==> src/rtl/pc_seq_pkg.sv <==
// Shared definitions for the program-counter sequencer.
// Contents: opcode encodings, FSM state enum, err_code encodings and
// default parameter values for AW / DEPTH / IRQ_VEC.
package pc_seq_pkg;

  localparam int          DEF_AW      = 10;
  localparam int          DEF_DEPTH   = 8;
  localparam logic [9:0]  DEF_IRQ_VEC = 10'h3F0;

  localparam logic [2:0] OP_NEXT = 3'b000;
  localparam logic [2:0] OP_JMP  = 3'b001;
  localparam logic [2:0] OP_JZ   = 3'b010;
  localparam logic [2:0] OP_JNZ  = 3'b011;
  localparam logic [2:0] OP_CALL = 3'b100;
  localparam logic [2:0] OP_RET  = 3'b101;
  localparam logic [2:0] OP_HALT = 3'b110;
  localparam logic [2:0] OP_RETI = 3'b111;

  localparam logic [1:0] ERR_NONE = 2'b00;
  localparam logic [1:0] ERR_OVF  = 2'b01;
  localparam logic [1:0] ERR_UNF  = 2'b10;

  typedef enum logic [1:0] {
    ST_RUN   = 2'd0,
    ST_HALT  = 2'd1,
    ST_ERROR = 2'd2
  } state_t;

endpackage

==> src/rtl/ret_stack.sv <==
// Return-address LIFO, DEPTH entries of AW bits.
// Ports:
//   clk, reset   clock, async active-high reset (clears count only)
//   push, wdata  write wdata at entry[count]; ignored when full
//   pop          drop entry[count-1]; ignored when empty
//   full, empty  occupancy flags
//   top          entry[count-1] (undefined when empty)
//   count        current occupancy, 0..DEPTH
module ret_stack #(
  parameter int AW    = 10,
  parameter int DEPTH = 8,
  parameter int CW    = $clog2(DEPTH + 1)
) (
  input  logic          clk,
  input  logic          reset,
  input  logic          push,
  input  logic          pop,
  input  logic [AW-1:0] wdata,
  output logic          full,
  output logic          empty,
  output logic [AW-1:0] top,
  output logic [CW-1:0] count
);

  localparam int AIW = (DEPTH > 1) ? $clog2(DEPTH) : 1;

  logic [AW-1:0] mem_q [DEPTH];
  logic [CW-1:0] count_q;
  logic [CW-1:0] count_m1;

  assign count_m1 = count_q - CW'(1);
  assign full     = (count_q == CW'(DEPTH));
  assign empty    = (count_q == '0);
  assign top      = mem_q[count_m1[AIW-1:0]];
  assign count    = count_q;

  // Storage has no reset: only count defines which entries are live.
  always_ff @(posedge clk) begin
    if (push && !full) mem_q[count_q[AIW-1:0]] <= wdata;
  end

  always_ff @(posedge clk or posedge reset) begin
    if (reset) begin
      count_q <= '0;
    end else if (push && !full) begin
      count_q <= count_q + CW'(1);
    end else if (pop && !empty) begin
      count_q <= count_m1;
    end
  end

endmodule

==> src/rtl/pc_sequencer.sv <==
// Program-counter sequencer with call/return stack and a single
// vectored interrupt.
// Ports:
//   clk, reset         clock, async active-high reset
//   en                 advance enable (0 = stall)
//   op, target, zero   opcode, jump/call destination, zero flag
//   irq / irq_ack      level request / one-cycle take pulse
//   pc, depth, ie      program counter, stack occupancy, interrupt enable
//   halted, err        FSM in HALT / ERROR
//   err_code           01 overflow, 10 underflow, 00 none
//   dbg_state          raw FSM state for observation
module pc_sequencer
  import pc_seq_pkg::*;
#(
  parameter int            AW      = DEF_AW,
  parameter int            DEPTH   = DEF_DEPTH,
  parameter logic [AW-1:0] IRQ_VEC = AW'(DEF_IRQ_VEC)
) (
  input  logic          clk,
  input  logic          reset,
  input  logic          en,
  input  logic [2:0]    op,
  input  logic [AW-1:0] target,
  input  logic          zero,
  input  logic          irq,
  output logic          irq_ack,
  output logic [AW-1:0] pc,
  output logic [3:0]    depth,
  output logic          ie,
  output logic          halted,
  output logic          err,
  output logic [1:0]    err_code,
  output logic [1:0]    dbg_state
);

  localparam int CW = $clog2(DEPTH + 1);

  state_t        state_q, state_d;
  logic [AW-1:0] pc_q, pc_d, pc_inc;
  logic          ie_q, ie_d;
  logic [1:0]    err_code_q, err_code_d;
  logic          ack_q, ack_d;

  logic          push, pop;
  logic [AW-1:0] push_data;
  logic          stk_full, stk_empty;
  logic [AW-1:0] stk_top;
  logic [CW-1:0] stk_count;

  ret_stack #(.AW(AW), .DEPTH(DEPTH), .CW(CW)) u_stack (
    .clk   (clk),
    .reset (reset),
    .push  (push),
    .pop   (pop),
    .wdata (push_data),
    .full  (stk_full),
    .empty (stk_empty),
    .top   (stk_top),
    .count (stk_count)
  );

  // Natural AW-bit overflow gives the required wrap to 0.
  assign pc_inc = pc_q + AW'(1);

  always_comb begin
    state_d    = state_q;
    pc_d       = pc_q;
    ie_d       = ie_q;
    err_code_d = err_code_q;
    ack_d      = 1'b0;
    push       = 1'b0;
    pop        = 1'b0;
    push_data  = pc_inc;
    if (en) begin
      case (state_q)
        ST_RUN: begin
          if (irq && ie_q && !stk_full) begin
            // Current op is discarded; return re-executes it, so push pc.
            push      = 1'b1;
            push_data = pc_q;
            pc_d      = IRQ_VEC;
            ie_d      = 1'b0;
            ack_d     = 1'b1;
          end else begin
            case (op)
              OP_NEXT: pc_d = pc_inc;
              OP_JMP:  pc_d = target;
              OP_JZ:   pc_d = zero ? target : pc_inc;
              OP_JNZ:  pc_d = zero ? pc_inc : target;
              OP_CALL: begin
                if (stk_full) begin
                  state_d    = ST_ERROR;
                  err_code_d = ERR_OVF;
                end else begin
                  push = 1'b1;
                  pc_d = target;
                end
              end
              OP_RET, OP_RETI: begin
                if (stk_empty) begin
                  state_d    = ST_ERROR;
                  err_code_d = ERR_UNF;
                end else begin
                  pop  = 1'b1;
                  pc_d = stk_top;
                  if (op == OP_RETI) ie_d = 1'b1;
                end
              end
              OP_HALT: state_d = ST_HALT;
              default: pc_d = pc_inc;
            endcase
          end
        end
        ST_HALT: begin
          // Wake only through an interrupt; return lands after the HALT.
          if (irq && ie_q && !stk_full) begin
            push      = 1'b1;
            push_data = pc_inc;
            pc_d      = IRQ_VEC;
            ie_d      = 1'b0;
            ack_d     = 1'b1;
            state_d   = ST_RUN;
          end
        end
        default: ; // ST_ERROR: frozen until reset
      endcase
    end
  end

  always_ff @(posedge clk or posedge reset) begin
    if (reset) begin
      state_q    <= ST_RUN;
      pc_q       <= '0;
      ie_q       <= 1'b1;
      err_code_q <= ERR_NONE;
      ack_q      <= 1'b0;
    end else begin
      state_q    <= state_d;
      pc_q       <= pc_d;
      ie_q       <= ie_d;
      err_code_q <= err_code_d;
      ack_q      <= ack_d;
    end
  end

  assign pc        = pc_q;
  assign depth     = 4'(stk_count);
  assign ie        = ie_q;
  assign irq_ack   = ack_q;
  assign halted    = (state_q == ST_HALT);
  assign err       = (state_q == ST_ERROR);
  assign err_code  = err_code_q;
  assign dbg_state = state_q;

endmodule

==> config.mk <==
export PLATFORM = sky130hd
export DESIGN_NAME = pc_sequencer
export DESIGN_NICKNAME = d
export VERILOG_FILES = /design/src/rtl/pc_seq_pkg.sv /design/src/rtl/ret_stack.sv /design/src/rtl/pc_sequencer.sv
export SDC_FILE = /design/constraint.sdc
export NUM_CORES = 1
export LEC_CHECK = 0
export CELL_PAD_IN_SITES_DETAIL_PLACEMENT = 0
export CELL_PAD_IN_SITES_GLOBAL_PLACEMENT = 1
export CORE_AREA = 2 2 107 109
export DETAILED_ROUTE_END_ITERATION = 16
export DIE_AREA = 0 0 109 111
export GPL_TIMING_DRIVEN = 0
export PLACE_DENSITY_LB_ADDON = 0.1
export SKIP_LAST_GASP = 1
export SLEW_MARGIN = 20
export SYNTH_ARGS = -nofsm -noshare
export SYNTH_HDL_FRONTEND = slang
export SYNTH_SLANG_ARGS = --single-unit
==> constraint.sdc <==
create_clock -name clk -period 2.95 [get_ports clk]
set_input_delay 0.885 -clock clk [delete_from_list [all_inputs] [get_ports clk]]
set_output_delay 0.885 -clock clk [all_outputs]
set_load 0.03 [all_outputs]
# --- After elaboration in Yosys (flattened, before gate mapping) ---
# Memories as Yosys holds them, arrays and structs flattened.
# Cells that the tools add are included.
word_totals:
  reg_bits: 20
  ramBits: 80
  in_bits: 18
  out_inout_bits: 22
  elab_cells: 94
  n_memories: 1
mem_list:
  columns: ["name", "depth", "width", "rd", "rd_clocked_by_memory_dff", "wr", "line_no", "rtl"]
  rows:
  - ["u_stack.mem_q", 8, 10, 1, 0, 1, "ret_stack.sv:27", "logic [AW-1:0] mem_q [DEPTH];"]
op_classes:
  add_sub_neg: 3
  eq_ne: 23
  mux: 42
  n_bitwise: 1
  reduce_logical: 18
ops:
  columns: ["op", "n"]
  rows:
  - ["two-way mux 10 bit", 9]
  - ["one-hot mux 10 bit (6 select lines)", 1]
  - ["one-hot mux 10 bit (2 select lines)", 1]
  - ["two-way mux 1 bit", 19]
  - ["AND reduction 6 bit", 3]
  - ["== test 3 bit, second input constant", 4]
  - ["adder 10 x 1 -> 10 bit, second input constant", 1]
  - ["two-way mux 2 bit", 5]
  - ["!= test 3 bit, second input constant", 3]
  - ["two-way mux 4 bit", 2]
  - ["!= test 4 bit, second input constant", 2]
  - ["!= test 8 x 3 -> 1 bit, second input constant", 1]
  - ["one-hot mux 2 bit (2 select lines)", 2]
  - ["AND reduction 7 bit", 1]
  - ["== test 3 x 2 -> 1 bit, second input constant", 2]
  - ["!= test 2 x 1 -> 1 bit, second input constant", 3]
  - ["!= test 3 x 2 -> 1 bit, second input constant", 2]
  - ["one-hot mux 2 bit (3 select lines)", 1]
  - ["nonzero test 2 bit", 3]
  - ["adder 4 x 1 -> 4 bit, second input constant", 1]
  - ["== test 4 bit, second input constant", 1]
  - ["logical AND 1 bit", 4]
  - ["logical NOT 4 bit", 1]
  - ["!= test 4 x 2 -> 1 bit, second input constant", 1]
  - ["other kinds (11)", 14]

# --- Longest topological paths before layout ---
# Gate-level depths: netlist of the first run.
logic_depth:
  ltp_word: 9
  depth_mapped: 10
  ltp_nobuf: 7

# --- Modules after synthesis ---
# From an unflattened synthesis of the first run, not the netlist that was laid out.
unflattened:
  cells_unflattened: 342
  hier_area_um2: 4883.4
by_module_without_submodules:
  columns: ["module", "instances", "cells_each", "area_each_um2", "seq_area_each_um2"]
  rows:
  - ["ret_stack", 1, 168, 3450.8, 2502.4]
  - ["pc_sequencer", 1, 174, 1432.6, 401.6]

# --- Worst setup path before layout of the first run ---
# Ideal clock, no wire load.
synth_path:
  path_type: "reg2reg"
  start: "register u_stack.count_q[0], in the netlist u_stack.count[0]"
  end: "memory u_stack.mem_q[0][0] (enable)"
  setup_time_ps: 390
  t_arrival_ps: 2817
  required_time_ps: 2560
  path_slack_ps: -257
  stages_incl_launch_ff: 9
  n_path_buf: 2
  period_less_slack_ps: 3207
  path_cell_list: "dfrtp_1 > clkbuf_8 > buf_2 > inv_1 > ha_1 > and3b_4 > nor3_4 > o21ai_0 > nor3_1"
synth_between:
  elab_chain_len: 9
  elab_cells_between_ends: 12
  cone_classes: "eq/ne (1); mux (8); reduce/logical (3)"
synth_lines:
  columns: ["item", "line_no", "rtl"]
  rows:
  - ["start, declared", "ret_stack.sv:28", "logic [CW-1:0] count_q;"]
  - ["start signal, assigned", "ret_stack.sv:46", "count_q <= count_q + CW'(1);"]
  - ["start signal, assigned", "ret_stack.sv:48", "count_q <= count_m1;"]
  - ["== test 4 bit", "ret_stack.sv:32", "assign full = (count_q == CW'(DEPTH));"]
  - ["two-way mux 1 bit / logical NOT 1 bit (equally long branches)", null, null]
  - ["two-way mux 1 bit / logical AND 1 bit (equally long branches)", "pc_sequencer.sv:85, pc_sequencer.sv:77, pc_sequencer.sv:116", null]
  - ["two-way mux 1 bit, on equally long branches", "pc_sequencer.sv:77, pc_sequencer.sv:116", null]
  - ["one-hot mux 1 bit (2 select lines)", "pc_sequencer.sv:75", "case (state_q)"]
  - ["two-way mux 1 bit", "pc_sequencer.sv:74", "if (en) begin"]
  - ["logical AND 1 bit", "ret_stack.sv:39", "if (push && !full) mem_q[count_q[AIW-1:0]] <= wdata;"]
  - ["two-way mux 1 bit", "ret_stack.sv:39", null]
  - ["two-way mux 1 bit (not written as such)", "ret_stack.sv:39", null]
  - ["end, declared", "ret_stack.sv:27", null]
# Parallel ways exist; a longest one is shown, timed or not.

# --- Worst setup path in the final report of the first run ---
layout_path:
  start: "register u_stack.count_q[0], in the netlist u_stack.count[0]"
  end: "memory u_stack.mem_q[2][4] (enable)"
# The elaborated chain is that of the path after synthesis.

==> flow_summary.toml, run 1 <==
[outcome]
outcome = "complete, no violations"

[floorplan]
ioPinCount = 40
coreArea_um2 = 11080
die_h_um = 111
die_area_um2 = 12100
num_rows = 39
fp.dieW_um = 109
initial_core_util_pct = 42.90

[placed_design]
gp_congestion = 0.7688
port_buffers = 38
place_hpwl_mm = 7.041

[clock_tree]
h-tree-depth = 3
cts_tree = "built"
cts_buffers = 9
insertion_delay_ns = 0.34
clkSinkCount = 100
root_buffer = "clkbuf_16"
max-clock-path-buffers = 2
clk_pin_slew_worst_paths_ns = 0.07

[sta]
relSlewSlack_pct = 42.48
slew_viol_final = 0
rsz0062_at_grt = "false"
setup_viol = 0
hold_viol = 0
max_freq_mhz = 365.5
fin_skew_ns = 0.008771
min_period_ns = 2.736
tightest_slew_ns = 0.8619
timing.final.crit_share_pct = 92.75

[detailed_routing]
wl_met1_mm = 4.926
vias_per_cell = 5.576
drt-initial-drc-count = 314
top_layer_used = "met4"
wl_per_cell_um = 20.85
dr_wl_met2_mm = 5.394
route.detailed.drc = 0
firstDrtPassIters = 5
vias = 2922
routed_wl_mm = 10.93
antenna_left = 0
wl_met3_um = 486

[logic_synthesis]
synth_edf_count = 80
ys_seq_area_share_pct = 61.11
synth-xor-area-share_pct = 3.897
synthAdderAreaFrac_pct = 0.7899
ys.flop_type = "edfxtp_1"
yosys_warnings = 0
async_flop_share_pct = 20.00
synth-simple-area-share_pct = 9.795
synth_compound_gate_area_share_pct = 9.584
synth.distinct_cells = 62
synth_top_family_by_area = "multiplexers"
synth.net_count = 335
synth-seq-cells = 100
synthCells = 314
synth_area_per_cell_um2 = 15.13
netlist_area_um2 = 4752
synth_mux_area_share_pct = 11.72

[setup_path]
crit_end = "u_stack.mem_q[2][4]"
critical_path_required_ns = 3.00
cp.arrival_ns = 2.78
critPathLaunchType = "flip-flop"
r2r_start = "u_stack.count[0]"
critPathLaunch = "u_stack.count[0]"
crit_type = "flip-flop to flip-flop"
ff2ff_setup_slack_ns = 0.21
reg2reg_to = "u_stack.mem_q[2][4]"
cp-end-kind = "flip-flop"
ff2ff_path_depth = 9
path_max_fanout = 10

[grt]
antenna_found_initial = 0
overflow = 0
grt_max_degree = 21
grt_pass1_vias = 2858
grt_pass1_wl_mm = 16.68
grt_usage_pct = 19.16

[final_layout]
drive_gt1_share_pct = 23.36
area_growth_pct = 25.51
utilization_pct = 53.85
fin_nets = 397
insertedDiodeCount = 0

[power_and_ir_drop]
internal_power_uw = 3613
leakage_uw = 0.002061
p_comb_share_pct = 43.8
p_sw_share_pct = 36.33
power_density_nw_per_um2 = 951.5
peakVddDrop_uv = 476.6
seqPwrFrac_pct = 36.1
clockPowerShare_pct = 20.2
power.switching_uw = 2062
finalPower_uw = 5675

[worst_hold_path]
hold_class = "flip-flop to flip-flop"

[run]
drv_cap = 0
==> placed cells by master (no fill, tap or decap), types with 5 or more instances in the layout <==
master,instances
clkbuf_16,10
a22oi_1,5
clkdlybuf4s50_1,38
buf_12,8
mux2i_1,5
dfrtp_1,19
o21a_1,8
nor2_4,6
clkbuf_1,8
buf_4,6
xnor2_2,6
nand2_1,20
xor2_1,5
xnor2_1,5
inv_1,8
nand3_1,5
and3_1,8
o21ai_0,5
edfxtp_1,80
mux4_1,6
mux4_2,14
nor2_1,12
clkbuf_8,5
==> critical path, stage by stage (launching register included) <==
cell and delay (ns):
dfrtp_1 0.39, clkbuf_8 0.19, buf_4 0.23, inv_1 0.13, ha_2 0.28, and3b_4 0.24
nor3_4 0.30, o21ai_2 0.22, nor3_4 0.27, buf_12 0.18
==> registers in the layout, indices dropped and copies added (netlist names) <==
| signal | flops |
|---|---|
| u_stack.mem_q | 80 |
| pc | 10 |
| u_stack.count | 4 |
| dbg_state | 2 |
| err_code | 2 |
| ie | 1 |
| irq_ack | 1 |
==> through the flow <==
step	setup WS, ns	cells	TNS, ns	area [µm²]	hold WS [ns]
5_1_grt	0.03453	524	0	5964	0.5208
2_1_floorplan	-0.02580	314	-0.6559	4762	0.6054
6_report	0.2140	524	0	5964	0.4946
4_1_cts	-0.007238	522	-0.05614	5909	0.5045
3_3_place_gp	-0.6217	495	-52.28	5321	0.4761
3_5_place_dp	-0.6306	495	-53.37	5330	0.4886
==> worst min path at each step <==
stage,from,depth (start not counted),slack (ns),endpoint
after floorplan,ie,2,0.61,ie
after global placement,err_code[0],1,0.48,err_code[0]
after detailed placement,err_code[0],1,0.49,err_code[0]
after CTS,err_code[0],1,0.50,err_code[0]
after global routing,err_code[0],1,0.52,err_code[0]
final,err_code[0],1,0.49,err_code[0]
==> Yosys cell counts (2+ instances only) <==
library cell  number  share of area [%]
a21oi_1            4               0.42
a211oi_1           4               0.63
nand2b_1           4               0.53
and4_1             2               0.37
inv_1              8               0.63
xor2_1             5               0.92
mux2_2             3               0.71
xnor2_1           13                2.4
a31oi_1            4               0.53
o21ai_0            6               0.63
nand4_1            2               0.26
mux4_1             6                3.3
and2b_2            2               0.37
dfrtp_1           19                 10
and3_1             8                1.1
nand2_1           21                1.7
mux2i_1            5                1.1
nand3b_1           4               0.63
mux4_2            14                6.6
edfxtp_1          80                 51
o2111ai_1          2               0.37
o211ai_1           3               0.47
nor3b_1            2               0.32
a22o_1             3               0.55
clkbuf_8           5                1.4
clkbuf_1           6               0.47
ha_1               3               0.79
nor3_1             2               0.21
a22oi_1            5               0.79
nor2_1            18                1.4
o21ai_2            2               0.37
nand3_1            5               0.53
buf_2              3               0.32
o21a_1             8                1.3
nor2b_1            2               0.26
o2bb2ai_1          3               0.55
o311ai_1           3               0.55
==> timing repair <==
item	in CTS	in global routing
cloned	0	0
endpoints found under the setup margin	153	101
setup buffers	11	2
gates resized for setup	24	4
pin swaps	9	1
hold buffers	0	0
==> power by group through the flow <==
stage                     registers (µW)  clock network [µW]  logic, µW
after detailed placement            2060                   0       2290
after global placement              2060                   0       2280
after CTS                           2040                1170       2390
after floorplan                     2250                   0       1370
after global routing                2080                1230       2640
final                               2050                1140       2480
==> logic make-up (layout without fill, tap and decap cells) <==
logic type	after synthesis	in the layout
mux	28	28
buf+inv	23	90
flops	100	100
fa+ha+maj	3	3
simple gates	82	82
compound gates	59	59
xor+xnor	19	19
==> final cells by class <==
cell class                      count  area, µm²
Multi-Input combinational cell    191       1863
Fill cell                         934       5112
Buffer                             15      120.1
Inverter                            8      30.03
Tap cell                          143      178.9
Clock inverter                      4      32.53
Clock buffer                       12      257.7
Sequential cell                   100       2904
Timing Repair Buffer               51      578.1
==> metal layers <==
metal | track usage (%) | up-vias
met5 | 0 | -
met1 | 27.10 | 1464
met4 | 6.239 | 0
met3 | 2.881 | 9
li1 | - | 1367
met2 | 30.39 | 82
Power figures use the tool's default switching activity.
==> run 2, diff against run 1 <==
--- a/config.mk
+++ b/config.mk
@@ -17,3 +17,4 @@
 export SYNTH_ARGS = -nofsm -noshare
 export SYNTH_HDL_FRONTEND = slang
 export SYNTH_SLANG_ARGS = --single-unit
+export TNS_END_PERCENT = 10
==> flow_summary.toml, run 2 (synthesized netlist as in run 1, its figures left out) <==
[outcome]
outcome = "complete, no violations"

[clock_tree]
cts_buffers = 9
cts_hold_buf = 0
h-tree-depth = 3
cts_tree = "built"
root_buffer = "clkbuf_16"
insertion_delay_ns = 0.35
clkSinkCount = 100
max-clock-path-buffers = 2
clk_pin_slew_worst_paths_ns = 0.07

[detailed_routing]
route.detailed.drc = 0
antenna_left = 0
vias = 2882
wl_per_cell_um = 20.65
firstDrtPassIters = 4
drt-initial-drc-count = 235
vias_per_cell = 5.532
routed_wl_mm = 10.76

[sta]
tightest_slew_ns = 0.8996
setup_viol = 0
relSlewSlack_pct = 39.96
slew_viol_final = 0
fin_skew_ns = 0.009030
fin_hold_ws_ns = 0.5073
min_period_ns = 2.773
hold_viol = 0
timing.final.crit_share_pct = 93.99
max_freq_mhz = 360.7

[setup_path]
crit_chain = "clkbuf_8 > buf_4 > inv_1 > ha_2 > xor2_4 > mux4_1 > mux2_2 > a211oi_1 > o2bb2ai_1"
critical_path_required_ns = 3.17
path_max_fanout = 10
crit_family = "multiplexers"
critPathLaunchType = "flip-flop"
crit_type = "flip-flop to flip-flop"
crit_buf_inv = 3
cp-end-kind = "flip-flop"
slowest_stage = "dfrtp_1"
cp.arrival_ns = 3.00
critPathMaxStageDelay_ns = 0.41

[power_and_ir_drop]
peakVddDrop_uv = 417.4
internal_power_uw = 3661
power.switching_uw = 2055
p_comb_share_pct = 41.9
power_density_nw_per_um2 = 968.6
finalPower_uw = 5716
leakage_uw = 0.002050
seqPwrFrac_pct = 35.7
p_sw_share_pct = 35.95
clockPowerShare_pct = 22.4

[grt]
overflow = 0
grt_max_degree = 21
grt_pass1_wl_mm = 16.34
grt_pass1_vias = 2758
antenna_found_initial = 0
grt_usage_pct = 18.66

[placed_design]
gp_congestion = 0.7784
place_area_um2 = 5340
port_buffers = 38
place_hpwl_mm = 7.079

[final_layout]
fill_cells = 949
area_growth_pct = 24.17
final_cell_mix = "80 x edfxtp_1, 38 x clkdlybuf4s50_1, 20 x nand2_1"
fin_nets = 394
insertedDiodeCount = 0
drive_gt1_share_pct = 23.28
stdcell_area_um2 = 5901
largest_reg_flops = 80
mostFrequentLayoutCell = "edfxtp_1"

[floorplan]
fp.dieW_um = 109
coreArea_um2 = 11080
die_area_um2 = 12100
num_rows = 39
initial_core_util_pct = 42.90
ioPinCount = 40
die_h_um = 111

[run]
drv_cap = 0

[worst_hold_path]
hold_class = "flip-flop to flip-flop"
-- run 2: cell count changes in the layout (fill, tap and decap cells not counted) --
cell | previous run | this run
buf_4 | 6 | 7
clkbuf_16 | 10 | 9
bufinv_16 | 0 | 2
buf_12 | 8 | 3
inv_6 | 1 | 2
buf_6 | 1 | 2
xnor2_4 | 2 | 0
clkbuf_1 | 8 | 7
xor2_2 | 0 | 1
xnor2_2 | 6 | 8
clkinvlp_4 | 1 | 0
xor2_1 | 5 | 4
-- run 2: what timing repair did --
action,4_1_cts,5_1_grt
buffers inserted,9,0
pin swaps,6,0
setup endpoints to repair,153,133
resized for setup,19,7
-- run 2: final cells by class --
cell class / instances / area (µm²) / area share [%]
inverter: 8 / 30.03 / 0.5089
sequential: 100 / 2904 / 49.22
buffer: 15 / 120.1 / 2.036
clock inverter: 6 / 93.84 / 1.590
clock buffer: 10 / 229.0 / 3.880
multi-input combinational: 191 / 1848 / 31.32
tap: 143 / 178.9 / 3.032
timing repair buffer: 48 / 496.7 / 8.418
-- run 2: stage by stage --
stage,setup TNS [ns],setup WS (ns),utilization [%],cells
finish,0,0.1772,53.27,521
global route,-0.07641,-0.02365,53.27,521
CTS,-4.429,-0.1200,52.92,521
detailed placement,-45.25,-0.6548,48.21,496
global placement,-58.38,-1.167,48.00,495
floorplan,-2.793,-0.2452,-,314
-- run 2: worst paths after layout --
check	startpoint	cells after the start	slack, ns	end
max in group asynchronous	reset	2	1.36	pc[2]
min in group asynchronous	reset	2	1.03	pc[7]
hold reg to reg	err_code[0]	1	0.51	err_code[0]
setup / recovery	u_stack.count[0]	9	0.18	pc[3]
hold / removal	err_code[0]	1	0.51	err_code[0]
setup reg to reg	u_stack.count[0]	9	0.18	pc[3]
-- run 2: power by group through the flow --
stage	Clock [µW]	Sequential (µW)	Combinational (µW)
2_1_floorplan	0	2250	1360
3_3_place_gp	0	2060	2270
3_5_place_dp	0	2060	2290
4_1_cts	1300	2040	2370
5_1_grt	1350	2070	2560
6_report	1280	2040	2400
-- run 2: routing by layer --
metal | up-vias | GRT usage (%) | part of all wire, %
li1 | 1353 | - | -
met1 | 1456 | 27.45 | 47
met2 | 64 | 28.70 | 48
met3 | 9 | 2.410 | 3.5
met4 | 0 | 6.154 | 1.2
met5 | - | 0 | 0
==> run 3, diff against run 2 <==
--- a/config.mk
+++ b/config.mk
@@ -7,9 +7,9 @@
 export LEC_CHECK = 0
 export CELL_PAD_IN_SITES_DETAIL_PLACEMENT = 0
 export CELL_PAD_IN_SITES_GLOBAL_PLACEMENT = 1
-export CORE_AREA = 2 2 107 109
+export CORE_AREA = 2 2 113 104
 export DETAILED_ROUTE_END_ITERATION = 16
-export DIE_AREA = 0 0 109 111
+export DIE_AREA = 0 0 115 106
 export GPL_TIMING_DRIVEN = 0
 export PLACE_DENSITY_LB_ADDON = 0.1
 export SKIP_LAST_GASP = 1
==> flow_summary.toml, run 3 (synthesized netlist as in run 1, its figures left out) <==
[outcome]
outcome = "complete, no violations"

[setup_path]
cp-end-kind = "flip-flop"
path_max_fanout = 10
ff2ff_path_depth = 9
critical_path_required_ns = 3.17
ff2ff_setup_slack_ns = 0.08
cp.arrival_ns = 3.09
critPathLaunchType = "flip-flop"
crit_type = "flip-flop to flip-flop"
r2r_start = "u_stack.count[0]"
reg2reg_to = "pc[3]"

[grt]
antenna_found_initial = 0
grt_pass1_wl_mm = 16.57
grt_max_degree = 21
grt_pass1_vias = 2900
overflow = 0
grt_usage_pct = 18.71

[clock_tree]
root_buffer = "clkbuf_16"
clkSinkCount = 100
h-tree-depth = 3
clk_pin_slew_worst_paths_ns = 0.07
insertion_delay_ns = 0.34
cts_tree = "built"
max-clock-path-buffers = 2
cts_buffers = 9

[sta]
timing.final.crit_share_pct = 97.38
slew_viol_final = 0
relSlewSlack_pct = 40.83
rsz0062_at_grt = "true"
finalSetupTns_ns = 0
tightest_slew_ns = 0.8866
min_period_ns = 2.873
fin_skew_ns = 0.01054
setup_viol = 0
setup_ws_ns = 0.07720
max_freq_mhz = 348.1
hold_viol = 0

[detailed_routing]
antenna_left = 0
routed_wl_mm = 10.74
vias = 2895
firstDrtPassIters = 4
vias_per_cell = 5.621
wl_per_cell_um = 20.86
route.detailed.drc = 0
drt-initial-drc-count = 207

[floorplan]
initial_core_util_pct = 42.77
fp.dieW_um = 115
coreArea_um2 = 11110
die_area_um2 = 12190
num_rows = 37
ioPinCount = 40
die_h_um = 106

[final_layout]
insertedDiodeCount = 0
fill_cells = 933
area_growth_pct = 24.54
drive_gt1_share_pct = 23.22
mostFrequentLayoutCell = "edfxtp_1"
fin_nets = 395
largest_reg_flops = 80
fin_cells = 515
final_cell_mix = "80 x edfxtp_1, 38 x clkdlybuf4s50_1, 20 x nand2_1"

[placed_design]
place_hpwl_mm = 7.229
dp_cells = 489
dpl_worst_slack_ns = -0.6794
port_buffers = 38
gp_congestion = 0.7858

[power_and_ir_drop]
peakVddDrop_uv = 475.0
power_density_nw_per_um2 = 951.5
leakage_uw = 0.002056
finalPower_uw = 5631

[worst_hold_path]
hold_depth = 1
hold-path-endpoint = "err_code[0]"
hold_class = "flip-flop to flip-flop"
hold_start = "err_code[0]"

[run]
drv_cap = 0
## run 3: cell count changes in the layout (fill, tap and decap cells not counted), sizes merged
cell / change
clkbuf: +3
buf: +1
bufinv: -2
clkinv: -1
## run 3: layout make-up
class,count,area [µm²],area share (%)
Clock buffer,13,270.3,4.567
Clock inverter,3,26.28,0.4440
Sequential cell,100,2904,49.07
Buffer,15,120.1,2.030
Tap cell,136,170.2,2.875
Timing Repair Buffer,49,529.3,8.943
Inverter,8,30.03,0.5074
Multi-Input combinational cell,191,1868,31.56
## run 3: worst max-delay path: stages, from the launching register on
cell,delay (ns)
dfrtp_1,0.41
clkbuf_8,0.19
buf_4,0.21
inv_1,0.13
ha_1,0.41
xor2_4,0.40
mux4_1,0.36
mux2_2,0.29
a211oi_1,0.24
o2bb2ai_1,0.10
## run 3: worst max path at each step
| stage | from | endpoint | cells after the start |
|---|---|---|---|
| after floorplan | u_stack.count[0] | u_stack.mem_q[2][0] | 8 |
| after CTS | u_stack.count[0] | u_stack.mem_q[5][3] | 9 |
| after global placement | op[2] | u_stack.mem_q[2][6] | 5 |
| final | u_stack.count[0] | pc[3] | 9 |
| after detailed placement | u_stack.count[0] | u_stack.mem_q[1][6] | 8 |
| after global routing | u_stack.count[0] | pc[3] | 9 |
## run 3: metrics by stage
| stage | util (%) | hold WS, ns | instance area (µm²) |
|---|---|---|---|
| 6_report | 53.27 | 0.4978 | 5918 |
| 5_1_grt | 53.27 | 0.5201 | 5918 |
| 4_1_cts | 52.77 | 0.5007 | 5863 |
| 3_5_place_dp | 47.96 | 0.4849 | 5329 |
| 3_3_place_gp | 47.77 | 0.4726 | 5308 |
| 2_1_floorplan | - | 0.6054 | 4757 |
## run 3: repair_timing
action,in CTS,in global routing
hold buffers,0,0
endpoints found under the setup margin,154,157
buffers inserted,10,0
pin swaps,8,2
resized for setup,20,8
## run 3: report_power, final
group          switching (µW)  internal, µW
combinational            1340          1070
sequential                202          1850
clock                     513           652
total                    2060          3570
## run 3: metal layers
metal,global-route usage (%),up-vias,routed length [µm]
li1,-,1364,-
met1,27.54,1466,5133
met2,28.36,60,5024
met3,4.333,5,511
met4,4.475,0,72
met5,0,-,0
